<file path="src/rtl/score_bcd_display.sv">
// rtl/score_bcd_display.sv - frame-paced score to BCD converter with high-score tracking
//
// Purpose: once per frame, convert either the live score (play screen) or the
// session high score (any other screen) into four BCD digits. The conversion is
// a sequential double-dabble, one bit per clock. The block also tracks the best
// final score and flags new records.
//
// Ports:
//   clk          rising-edge system clock
//   reset        synchronous active-high reset
//   startOfFrame one-cycle frame pulse; requests a conversion if the value changed
//   score        current game score
//   currScreen   0 start, 1 play, 2 over, 3 win
//   digit0..3    BCD units, tens, hundreds, thousands
//   digit_blank  bit i set means digit i is a leading zero (bit 0 never set)
//   bcd_valid    one-cycle pulse when the digits update
//   busy         high while a conversion is in progress
//   high_score   best final score since reset
//   new_record   one-cycle pulse when high_score is raised
module score_bcd_display #(
    parameter int          SCORE_W     = 13,
    parameter int          NUM_DIGITS  = 4,
    parameter logic [1:0]  PLAY_SCREEN = 2'd1,
    parameter logic [1:0]  OVER_SCREEN = 2'd2,
    parameter logic [1:0]  WIN_SCREEN  = 2'd3
) (
    input  logic                  clk,
    input  logic                  reset,
    input  logic                  startOfFrame,
    input  logic [SCORE_W-1:0]    score,
    input  logic [1:0]            currScreen,
    output logic [3:0]            digit0,
    output logic [3:0]            digit1,
    output logic [3:0]            digit2,
    output logic [3:0]            digit3,
    output logic [NUM_DIGITS-1:0] digit_blank,
    output logic                  bcd_valid,
    output logic                  busy,
    output logic [SCORE_W-1:0]    high_score,
    output logic                  new_record
);

    localparam int BCD_W = 4 * NUM_DIGITS;
    localparam int SR_W  = BCD_W + SCORE_W;
    localparam int CNT_W = $clog2(SCORE_W);

    localparam logic [CNT_W-1:0]      LAST_ITER   = CNT_W'(SCORE_W - 1);
    localparam logic [NUM_DIGITS-1:0] BLANK_RESET = {{(NUM_DIGITS-1){1'b1}}, 1'b0};

    localparam logic [0:0] IDLE = 1'b0;
    localparam logic [0:0] CONV = 1'b1;

    logic [0:0]            state_q, state_d;
    logic [SR_W-1:0]       shift_q, shift_d;
    logic [CNT_W-1:0]      cnt_q, cnt_d;
    logic                  busy_q, busy_d;
    logic                  valid_q, valid_d;
    logic [BCD_W-1:0]      bcd_q, bcd_d;
    logic [NUM_DIGITS-1:0] blank_q, blank_d;
    logic [SCORE_W-1:0]    last_q, last_d;
    logic [SCORE_W-1:0]    high_q;
    logic                  record_q;
    logic [1:0]            prev_screen_q;

    logic [SCORE_W-1:0]    sel_value;
    logic [SR_W-1:0]       adj;
    logic [SR_W-1:0]       shifted;
    logic [BCD_W-1:0]      bcd_next;
    logic [NUM_DIGITS-1:0] blank_next;

    // The high score shown here is the registered value, so a record set on the
    // same edge as a frame sample is picked up by the following frame.
    assign sel_value = (currScreen == PLAY_SCREEN) ? score : high_q;

    // One double-dabble step: correct every BCD nibble, then shift.
    always_comb begin
        adj = shift_q;
        for (int i = 0; i < NUM_DIGITS; i++) begin
            if (adj[SCORE_W+4*i +: 4] >= 4'd5) begin
                adj[SCORE_W+4*i +: 4] = adj[SCORE_W+4*i +: 4] + 4'd3;
            end
        end
        shifted  = adj << 1;
        bcd_next = shifted[SR_W-1:SCORE_W];

        blank_next                 = '0;
        blank_next[NUM_DIGITS-1]   = (bcd_next[BCD_W-1 -: 4] == 4'd0);
        for (int i = NUM_DIGITS - 2; i >= 1; i--) begin
            blank_next[i] = blank_next[i+1] && (bcd_next[4*i +: 4] == 4'd0);
        end
    end

    always_comb begin
        state_d = state_q;
        shift_d = shift_q;
        cnt_d   = cnt_q;
        busy_d  = busy_q;
        valid_d = 1'b0;
        bcd_d   = bcd_q;
        blank_d = blank_q;
        last_d  = last_q;
        case (state_q)
            IDLE: begin
                if (startOfFrame && (sel_value != last_q)) begin
                    shift_d = {{BCD_W{1'b0}}, sel_value};
                    last_d  = sel_value;
                    cnt_d   = '0;
                    busy_d  = 1'b1;
                    state_d = CONV;
                end
            end
            default: begin
                // Frame pulses arriving here are dropped; the next frame re-samples.
                shift_d = shifted;
                cnt_d   = cnt_q + 1'b1;
                if (cnt_q == LAST_ITER) begin
                    bcd_d   = bcd_next;
                    blank_d = blank_next;
                    valid_d = 1'b1;
                    busy_d  = 1'b0;
                    state_d = IDLE;
                end
            end
        endcase
    end

    always_ff @(posedge clk) begin
        if (reset) begin
            state_q <= IDLE;
            shift_q <= '0;
            cnt_q   <= '0;
            busy_q  <= 1'b0;
            valid_q <= 1'b0;
            bcd_q   <= '0;
            blank_q <= BLANK_RESET;
            last_q  <= '0;
        end else begin
            state_q <= state_d;
            shift_q <= shift_d;
            cnt_q   <= cnt_d;
            busy_q  <= busy_d;
            valid_q <= valid_d;
            bcd_q   <= bcd_d;
            blank_q <= blank_d;
            last_q  <= last_d;
        end
    end

    // A game ends on the play -> over/win transition; only a strictly higher
    // score counts as a record.
    always_ff @(posedge clk) begin
        if (reset) begin
            high_q        <= '0;
            record_q      <= 1'b0;
            prev_screen_q <= 2'd0;
        end else begin
            prev_screen_q <= currScreen;
            record_q      <= 1'b0;
            if ((prev_screen_q == PLAY_SCREEN) &&
                ((currScreen == OVER_SCREEN) || (currScreen == WIN_SCREEN)) &&
                (score > high_q)) begin
                high_q   <= score;
                record_q <= 1'b1;
            end
        end
    end

    assign digit0      = bcd_q[3:0];
    assign digit1      = bcd_q[7:4];
    assign digit2      = bcd_q[11:8];
    assign digit3      = bcd_q[15:12];
    assign digit_blank = blank_q;
    assign bcd_valid   = valid_q;
    assign busy        = busy_q;
    assign high_score  = high_q;
    assign new_record  = record_q;

endmodule

</file>
<file path="config.mk">
export PLATFORM = sky130hd
export DESIGN_NAME = score_bcd_display
export DESIGN_NICKNAME = d
export VERILOG_FILES = /design/src/rtl/score_bcd_display.sv
export SDC_FILE = /design/constraint.sdc
export NUM_CORES = 1
export LEC_CHECK = 0
export BUFFER_PORTS_ARGS = -buffer_cell sky130_fd_sc_hd__buf_2
export CORE_UTILIZATION = 55
export DETAILED_ROUTE_END_ITERATION = 7
export GPL_TIMING_DRIVEN = 0
export PLACE_DENSITY_LB_ADDON = 0.3
export REMOVE_ABC_BUFFERS = 1
export SLEW_MARGIN = 40
export SYNTH_ARGS = -nofsm -noshare
export SYNTH_HDL_FRONTEND = slang
export SYNTH_SLANG_ARGS = --single-unit
</file>
<file path="constraint.sdc">
create_clock -name clk -period 7.8 [get_ports clk]
set_clock_uncertainty 0.15 [all_clocks]
set_input_delay 0.78 -clock clk [delete_from_list [all_inputs] [get_ports clk]]
set_output_delay 0.78 -clock clk [all_outputs]
set_load 0.005 [all_outputs]
</file>
==> metrics.yaml, run 1 <==
run_status: "finished, final reports clean"
drive_gt1_frac: 0.155
antenna_cells: 0
initial_utilization: 0.580
endpoint_kind: "flip-flop"
critical_path.max_fanout: 30
power_per_cell_area_nw_per_um2: 185
floorplan.rows: 32
worstHoldPathType: "flip-flop to flip-flop"
number_of_global_route_vias_before_repair: 3805
synth_edf_count: 0
post_route_antenna_net_violation_count: 0
antenna_violations_before_repair: 0
synth-seq-area-share: 0.368
pin_count: 54
clock_tree.htree_level_count: 3
globalRoute.totalOverflow: 0
synth_area_um2: 4570
floorplan.die_area_um2: 8680
timing.setup.critical_path_class: "primary input to flip-flop"
max-vdd-ir-drop_mv: 0.0934
drt_first_pass_iters: 5
timing.final.crit_period_ns: 3.46
global_route_wire_length_before_repair_um: 17900
die_h_um: 93.2
clk_root_buffer_cell: "sky130_fd_sc_hd__clkbuf_8"
critical_path.startpoint_type: "primary input"
async_set_reset_flop_share_out_of_synthesis: 0
cts_hold_buffers: 0
global_route.usage.total: 0.258
post-cts-setup-buffers: 0
synth_ff_type: "sky130_fd_sc_hd__dfxtp_1"
power_mw: 0.938
max_freq_mhz: 289
grt_setup_unrepaired: "no"
power.leakage_nw: 1.97
detailedRoute.firstIterationViolations: 264
io_buffers: 52
synth_cell_types: 60
seqCellArea_um2: 1680
fin_ws_ns: 4.34
timing.critical_path.required_ns: 7.96
tns_ns: 0
die_x_um: 93.2
post_layout_nonfiller_instances: 662
layout_utilization: 0.644
pin_count_of_the_biggest_net_entering_global_routing: 83
cts_tree: "yes"
clock_transition_at_the_register_clock_pins_on_the_worst_setup_and_hold_paths_after_cts_ns: 0.10
viasPerCell: 5.92
wl_per_cell_um: 15.8
clk_latency_ns: 0.36
finalWirelength_um: 10400
gpl.final_weighted_congestion: 0.886
synthCells: 519
clkSinkCount: 84
slew-limit-headroom: 0.452
cts_buffers: 9
placement.setup.worst_slack_ns: 3.71
filler_cell_count_in_the_final_layout: 658
post-route-drc-count: 0
max_cap_violations: 0
area_delta_synth_final_pct: 11.0
hpwl_after_dpl_um: 7330
vias: 3916
finalHoldViolCount: 0
place.detailed.instances: 646
synthesis.yosys.warnings: 0
postSynthAreaPerCell_um2: 8.81
worstMarginPinSlew_ns: 0.821
slew_violations: 0
cts_repair_resize_count: 0
core_region_area_um2: 7890
nNetsFinal: 596
multi_input_comb_area_um2: 2610
final.period_utilization: 0.443
crit_arrival_ns: 3.62
postSynthRegisterBits: 84
setup_violation_total_in_the_final_timing_report: 0
cts.path.max_buffers: 2
-- cells in the final DEF, fill, tap and decap left out, types with 2 or more instances in the layout --
cell type / count
sky130_fd_sc_hd__buf_2: 51
sky130_fd_sc_hd__a21oi_1: 24
sky130_fd_sc_hd__nor4_1: 2
sky130_fd_sc_hd__ha_1: 23
sky130_fd_sc_hd__nand2_1: 36
sky130_fd_sc_hd__xnor2_1: 18
sky130_fd_sc_hd__and2_1: 4
sky130_fd_sc_hd__or3_1: 2
sky130_fd_sc_hd__a211oi_1: 23
sky130_fd_sc_hd__nor2_1: 39
sky130_fd_sc_hd__clkbuf_8: 9
sky130_fd_sc_hd__nand4_1: 5
sky130_fd_sc_hd__dfxtp_1: 84
sky130_fd_sc_hd__nand2b_1: 35
sky130_fd_sc_hd__o211a_1: 4
sky130_fd_sc_hd__buf_4: 4
sky130_fd_sc_hd__or2_2: 2
sky130_fd_sc_hd__a22o_1: 11
sky130_fd_sc_hd__mux2i_1: 18
sky130_fd_sc_hd__inv_1: 43
sky130_fd_sc_hd__o2bb2ai_1: 4
sky130_fd_sc_hd__nor2b_1: 5
sky130_fd_sc_hd__a21o_1: 5
sky130_fd_sc_hd__o2111ai_1: 2
sky130_fd_sc_hd__a221oi_1: 15
sky130_fd_sc_hd__inv_6: 3
sky130_fd_sc_hd__nor3b_1: 5
sky130_fd_sc_hd__and4_1: 3
sky130_fd_sc_hd__a221o_1: 6
sky130_fd_sc_hd__a311o_1: 2
sky130_fd_sc_hd__nand3_1: 4
sky130_fd_sc_hd__a311oi_1: 5
sky130_fd_sc_hd__a2111oi_4: 2
sky130_fd_sc_hd__o31ai_1: 5
sky130_fd_sc_hd__o21ai_0: 11
sky130_fd_sc_hd__nor3_1: 14
-- metrics by stage --
stage               hold slack (ns)  instance area (µm²)
floorplan                     0.286                 4440
global placement              0.289                 4830
detailed placement            0.297                 4870
CTS                           0.312                 5070
global route                  0.325                 5080
finish                        0.308                 5080
-- sequential cells by signal, summed over array words and instances, names as in the netlist --
name           flops
state_q            1
bcd_valid          1
shift_q           29
new_record         1
busy               1
high_score        13
bcd_q             16
digit_blank        3
prev_screen_q      2
cnt_q              4
last_q            13
-- logic make-up after synthesis --
| logic type | count (synthesis) | share of synthesized area |
|---|---|---|
| buf+inv | 74 | 0.0657 |
| other cells | 1 | 0.000820 |
| mux | 20 | 0.0451 |
| xor+xnor | 19 | 0.0364 |
| fa+ha+maj | 23 | 0.0629 |
| flops | 84 | 0.368 |
| compound gates | 135 | 0.240 |
| simple gates | 163 | 0.182 |
-- final cells by class --
type,count,share of cell area
Sequential cell,84,0.331
Multi-Input combinational cell,361,0.515
Timing Repair Buffer,55,0.0562
Tap cell,102,0.0251
Inverter,44,0.0325
Clock inverter,7,0.0158
Clock buffer,9,0.0244
-- critical path: stages --
cell and delay (ns):
sky130_fd_sc_hd__buf_2 0.10, sky130_fd_sc_hd__nor2b_4 0.58, sky130_fd_sc_hd__mux2_4 0.39, sky130_fd_sc_hd__a2111oi_4 0.45, sky130_fd_sc_hd__o211ai_4 0.27, sky130_fd_sc_hd__o41ai_4 0.59
sky130_fd_sc_hd__buf_4 0.29, sky130_fd_sc_hd__a22o_1 0.16
-- cells in the mapped netlist (6+ instances only) --
master / number / area, µm²
sky130_fd_sc_hd__o21ai_0: 11 / 55.1
sky130_fd_sc_hd__nand2b_1: 35 / 219
sky130_fd_sc_hd__ha_1: 23 / 288
sky130_fd_sc_hd__a22o_1: 11 / 96.3
sky130_fd_sc_hd__a221oi_1: 15 / 131
sky130_fd_sc_hd__a21oi_1: 24 / 120
sky130_fd_sc_hd__nor2_1: 40 / 150
sky130_fd_sc_hd__clkbuf_1: 25 / 93.8
sky130_fd_sc_hd__inv_1: 43 / 161
sky130_fd_sc_hd__a211oi_1: 23 / 173
sky130_fd_sc_hd__mux2i_1: 18 / 180
sky130_fd_sc_hd__dfxtp_1: 84 / 1680
sky130_fd_sc_hd__a221o_1: 6 / 60.1
sky130_fd_sc_hd__nor3_1: 14 / 70.1
sky130_fd_sc_hd__xnor2_1: 18 / 158
sky130_fd_sc_hd__nand2_1: 36 / 135
-- where the power goes --
group | switching [mW] | internal (mW) | leakage [nW]
registers | 0.0157 | 0.446 | 0.684
clock network | 0.176 | 0.153 | 0.103
logic | 0.0908 | 0.0565 | 1.18
-- final timing paths --
kind	from	endpoint	slack [ns]	depth (start not counted)
setup / recovery	currScreen[0]	shift_q[22]$_SDFFE_PP0P_	4.34	8
hold / removal	bcd_q[5]$_SDFFE_PP0P_	bcd_q[5]$_SDFFE_PP0P_	0.31	2
setup reg to reg	last_q[7]$_SDFFE_PP0P_	shift_q[22]$_SDFFE_PP0P_	4.93	7
hold reg to reg	bcd_q[5]$_SDFFE_PP0P_	bcd_q[5]$_SDFFE_PP0P_	0.31	2
-- per-layer routing --
metal,part of all wire,up-vias,GRT usage
li1,-,1937,-
met5,0,-,0
met1,0.46,1846,0.347
met4,0.013,0,0.0897
met3,0.054,13,0.0374
met2,0.47,120,0.422
No activity file was read; power rests on OpenSTA's default activity.
==> run 2, diff against run 1 <==
- CORE_UTILIZATION: 55 -> 53
- clock period: 7.8 -> 2.9 ns (I/O delays scaled with it)
==> metrics.yaml, run 2 (synthesized netlist as in run 1, its figures left out) <==
critical_path.startpoint_type: "primary input"
power.leakage_nw: 1.99
antenna_cells: 0
cts_buffers: 9
clk_latency_ns: 0.35
max_freq_mhz: 367
p_int_mw: 1.77
filler_cell_count_in_the_final_layout: 712
power_frac_clock: 0.346
critical_path.max_fanout: 20
cts_tree: "yes"
clkSinkCount: 84
p_seq_frac: 0.493
endpoint_kind: "flip-flop"
final.period_utilization: 0.940
die_h_um: 94.9
slew-limit-headroom: 0.481
global_route_wire_length_before_repair_um: 16900
timing.final.crit_period_ns: 2.72
global_route.usage.total: 0.236
path_delay_family: "compound AO/OA/AOI/OAI gates"
die_x_um: 94.9
run_status: "finished, final reports clean"
core_region_area_um2: 8300
floorplan.rows: 33
finalHoldViolCount: 0
layout_common_cells: "83 x sky130_fd_sc_hd__dfxtp_1, 51 x sky130_fd_sc_hd__buf_2, 43 x sky130_fd_sc_hd__inv_1"
power_mw: 2.52
clk_root_buffer_cell: "sky130_fd_sc_hd__clkbuf_8"
detailedRoute.firstIterationViolations: 212
largest_reg_flops: 29
cts.path.max_buffers: 2
drt_first_pass_iters: 5
post_route_antenna_net_violation_count: 0
top_register: "shift_q"
largestRegisters: "shift_q x29, bcd_q x16"
setup_violation_total_in_the_final_timing_report: 0
gpl.final_weighted_congestion: 0.827
nNetsFinal: 599
place.detailed.instances: 649
slew_violations: 0
hpwl_after_dpl_um: 7170
crit_arrival_ns: 2.81
netSwitchingFraction: 0.297
power_per_cell_area_nw_per_um2: 491
pin_count: 54
max-vdd-ir-drop_mv: 0.323
power.net_switching_mw: 0.747
number_of_global_route_vias_before_repair: 3545
multi_input_comb_area_um2: 2630
grt_setup_unrepaired: "no"
floorplan.die_area_um2: 9000
initial_utilization: 0.551
post-route-drc-count: 0
cts_hold_buffers: 0
drive_gt1_frac: 0.163
crit_path_cell_trace: "buf_2, nor2b_4, mux2_4, a2111oi_4, o211a_1, nand3_2, o311a_1"
globalRoute.totalOverflow: 0
crit_path_top_delay_cell: "sky130_fd_sc_hd__o311a_1"
max_cap_violations: 0
vias: 3891
crit_buf_inv: 1
area_delta_synth_final_pct: 12.1
post_layout_nonfiller_instances: 668
clock_tree.htree_level_count: 3
viasPerCell: 5.82
mostFrequentLayoutCell: "sky130_fd_sc_hd__dfxtp_1"
seqCellArea_um2: 1680
layout_utilization: 0.618
finalWirelength_um: 10300
timing.setup.critical_path_class: "primary input to flip-flop"
hold-worst-slack_ns: 0.0846
power_frac_comb: 0.161
clock_transition_at_the_register_clock_pins_on_the_worst_setup_and_hold_paths_after_cts_ns: 0.09
fin_ws_ns: 0.175
timing.critical_path.required_ns: 2.98
slowest_delay_ns: 0.46
placement.setup.worst_slack_ns: -0.661
wl_per_cell_um: 15.4
antenna_violations_before_repair: 0
worstHoldPathType: "primary input to flip-flop"
worstMarginPinSlew_ns: 0.779
io_buffers: 52
pin_count_of_the_biggest_net_entering_global_routing: 83
-- run 2: cell types whose count changed in the layout (fill, tap and decap cells not counted), sizes merged --
| cell | delta |
|---|---|
| buf | +2 |
| clkinvlp | +1 |
| inv | -1 |
| nor2b | +1 |
-- run 2: layer usage --
layer / vias to the layer above / GRT usage / wire (µm)
met5: - / 0 / 0
met4: 0 / 0.0581 / 142
met3: 15 / 0.0475 / 541
met2: 101 / 0.375 / 4710
met1: 1833 / 0.326 / 4920
li1: 1942 / - / -
-- run 2: area by class of cell --
type,instances,share of cell area
clock buffers,9,0.0242
clock inverters,7,0.0159
inverters,44,0.0322
multi-input cells,362,0.512
flip-flops and latches,84,0.328
well taps,105,0.0256
repair buffers,57,0.0617
-- run 2: worst reg2reg max path: stages, from the launching register on --
cell and delay (ns):
sky130_fd_sc_hd__dfxtp_1 0.41, sky130_fd_sc_hd__inv_1 0.09, sky130_fd_sc_hd__ha_1 0.32, sky130_fd_sc_hd__and4_1 0.26
sky130_fd_sc_hd__and3_1 0.25, sky130_fd_sc_hd__a21boi_0 0.27, sky130_fd_sc_hd__a2111oi_2 0.11, sky130_fd_sc_hd__a2111oi_4 0.35
sky130_fd_sc_hd__buf_4 0.26, sky130_fd_sc_hd__mux2i_1 0.19
-- run 2: power groups by stage --
| stage | logic [mW] | clock network [mW] | registers, mW |
|---|---|---|---|
| floorplan | 0.268 | 0 | 1.26 |
| global placement | 0.372 | 0 | 1.27 |
| detailed placement | 0.385 | 0 | 1.27 |
| CTS | 0.389 | 0.892 | 1.24 |
| global route | 0.442 | 0.943 | 1.25 |
| finish | 0.405 | 0.871 | 1.24 |
-- run 2: what timing repair did --
item                                    in CTS  in global routing
buffers inserted                             0                  2
pin swaps                                    0                  3
gates cloned                                 0                  1
resized for setup                            3                  1
endpoints found under the setup margin      29                 40
-- run 2: final timing paths --
kind	from	endpoint	slack [ns]	cells past startpoint
max	currScreen[0]	shift_q[11]$_SDFFE_PP0P_	0.18	7
max reg2reg	high_score[11]$_SDFFE_PP0P_	high_score[9]$_SDFFE_PP0P_	0.18	9
min	currScreen[0]	prev_screen_q[0]$_SDFF_PP0_	0.08	2
min reg2reg	busy$_SDFFE_PP0P_	busy$_SDFFE_PP0P_	0.31	2
-- run 2: stage by stage --
stage | instance area (µm²) | TNS [ns]
finish | 5130 | 0
CTS | 5090 | 0
global placement | 4830 | -31.73
floorplan | 4440 | -4.10
global route | 5130 | 0
detailed placement | 4870 | -17.19
==> run 3, diff against run 2 <==
- GPL_TIMING_DRIVEN: 0 -> default
==> metrics.yaml, run 3 (synthesized netlist as in run 1, its figures left out) <==
io_buffers: 52
worstHoldPathCells: 2
mostFrequentLayoutCell: "sky130_fd_sc_hd__dfxtp_1"
fin_ws_ns: 0.174
post_route_antenna_net_violation_count: 0
post-route-drc-count: 0
largest_reg_flops: 29
pin_count_of_the_biggest_net_entering_global_routing: 51
crit_path_top_delay_cell: "sky130_fd_sc_hd__dfxtp_1"
endpoint_kind: "flip-flop"
detailedRoute.firstIterationViolations: 252
max_cap_violations: 0
grt_setup_unrepaired: "no"
critical_path.startpoint_type: "flip-flop"
max_freq_mhz: 367
drive_gt1_frac: 0.172
max-vdd-ir-drop_mv: 0.283
hold_end: "prev_screen_q[1]$_SDFF_PP0_"
setup_violation_total_in_the_final_timing_report: 0
post_layout_nonfiller_instances: 680
placement.setup.worst_slack_ns: 0.151
cts_tree: "yes"
critical_path.max_fanout: 14
top_register: "shift_q"
crit_arrival_ns: 2.87
globalRoute.totalOverflow: 0
slew-limit-headroom: 0.527
power.leakage_nw: 2.05
launch_point_of_the_worst_hold_path: "currScreen[1]"
largestRegisters: "shift_q x29, bcd_q x16"
pin_count: 54
clock_tree.htree_level_count: 3
cts_buffers: 9
gpl.final_weighted_congestion: 0.906
die_x_um: 94.9
power_mw: 2.63
place.detailed.instances: 664
detailed_place.area_um2: 4980
core_region_area_um2: 8300
worstHoldPathType: "primary input to flip-flop"
ff2ff_setup_slack_ns: 0.17
global_route.usage.total: 0.262
slowest_delay_ns: 0.39
number_of_global_route_vias_before_repair: 3860
rr_worst_depth: 10
clock_transition_at_the_register_clock_pins_on_the_worst_setup_and_hold_paths_after_cts_ns: 0.10
crit-reg2reg-capture: "high_score[3]$_SDFFE_PP0P_"
final.period_utilization: 0.940
power_per_cell_area_nw_per_um2: 506
floorplan.rows: 33
clk_root_buffer_cell: "sky130_fd_sc_hd__clkbuf_8"
antenna_violations_before_repair: 0
finalHoldViolCount: 0
timing.setup.critical_path_class: "flip-flop to flip-flop"
timing.final.crit_period_ns: 2.73
viasPerCell: 5.93
drt_first_pass_iters: 5
global_route_wire_length_before_repair_um: 18500
wl_per_cell_um: 16.1
run_status: "finished, final reports clean"
hold-worst-slack_ns: 0.0522
path_delay_family: "compound AO/OA/AOI/OAI gates"
floorplan.die_area_um2: 9000
crit_path_cell_trace: "inv_1, ha_1, and4_1, and3_1, a21boi_0, a2111oi_0, buf_4, a2111oi_4, buf_6, mux2i_1"
worstMarginPinSlew_ns: 0.710
rr_startpoint: "high_score[12]$_SDFFE_PP0P_"
cts.path.max_buffers: 2
antenna_cells: 0
cts_hold_buffers: 0
initial_utilization: 0.551
clk_latency_ns: 0.37
clkSinkCount: 84
nNetsFinal: 611
die_h_um: 94.9
area_delta_synth_final_pct: 13.9
timing.critical_path.required_ns: 3.05
layout.cell_area.non_filler_um2: 5210
finalWirelength_um: 10900
slew_violations: 0
vias: 4033
crit_buf_inv: 3
hpwl_after_dpl_um: 7850
layout_common_cells: "84 x sky130_fd_sc_hd__dfxtp_1, 52 x sky130_fd_sc_hd__buf_2, 43 x sky130_fd_sc_hd__inv_1"
[run 3: changes by cell type in the layout (fill, tap and decap cells not counted), sizes merged]
| cell | before | now |
|---|---|---|
| clkinvlp | 2 | 1 |
| buf | 57 | 70 |
| bufinv | 1 | 2 |
| nor2b | 7 | 6 |
[run 3: through the flow]
step	utilization	setup TNS [ns]
after floorplan	-	-4.10
final	0.628	0
after global placement	0.600	0
after global routing	0.628	0
after CTS	0.627	0
after detailed placement	0.600	0
[run 3: worst max path at each step]
| stage | start | endpoint | slack [ns] | depth (start not counted) |
|---|---|---|---|---|
| after floorplan | high_score[6]$_SDFFE_PP0P_ | high_score[0]$_SDFFE_PP0P_ | -0.30 | 8 |
| after global placement | score[6] | new_record$_SDFF_PP0_ | 0.23 | 10 |
| after detailed placement | score[6] | new_record$_SDFF_PP0_ | 0.15 | 10 |
| after CTS | high_score[12]$_SDFFE_PP0P_ | high_score[4]$_SDFFE_PP0P_ | 0.12 | 10 |
| after global routing | high_score[12]$_SDFFE_PP0P_ | high_score[12]$_SDFFE_PP0P_ | 0.01 | 10 |
| final | high_score[12]$_SDFFE_PP0P_ | high_score[3]$_SDFFE_PP0P_ | 0.17 | 10 |
[run 3: routing by layer]
| layer | vias up | GRT usage | part of all wire |
|---|---|---|---|
| met5 | - | 0 | 0 |
| met4 | 0 | 0.111 | 0.022 |
| met3 | 26 | 0.0427 | 0.045 |
| met2 | 112 | 0.423 | 0.46 |
| met1 | 1932 | 0.344 | 0.48 |
| li1 | 1963 | - | - |
[run 3: where the power goes]
| group | switching (mW) | internal (mW) | total (mW) |
|---|---|---|---|
| clock network | 0.476 | 0.499 | 0.975 |
| logic | 0.257 | 0.166 | 0.424 |
| registers | 0.0367 | 1.20 | 1.24 |
| total | 0.770 | 1.86 | 2.63 |
[run 3: timing repair]
item	in CTS	in global routing
setup buffers	0	0
resized for setup	0	1
setup endpoints to repair	0	12
[run 3: cell type report]
| cell class | instances | area, µm² |
|---|---|---|
| inverters | 44 | 165 |
| clock buffers | 9 | 124 |
| flip-flops and latches | 84 | 1680 |
| multi-input cells | 361 | 2600 |
| well taps | 105 | 131 |
| clock inverters | 7 | 105 |
| fillers | 717 | 3090 |
| repair buffers | 70 | 399 |
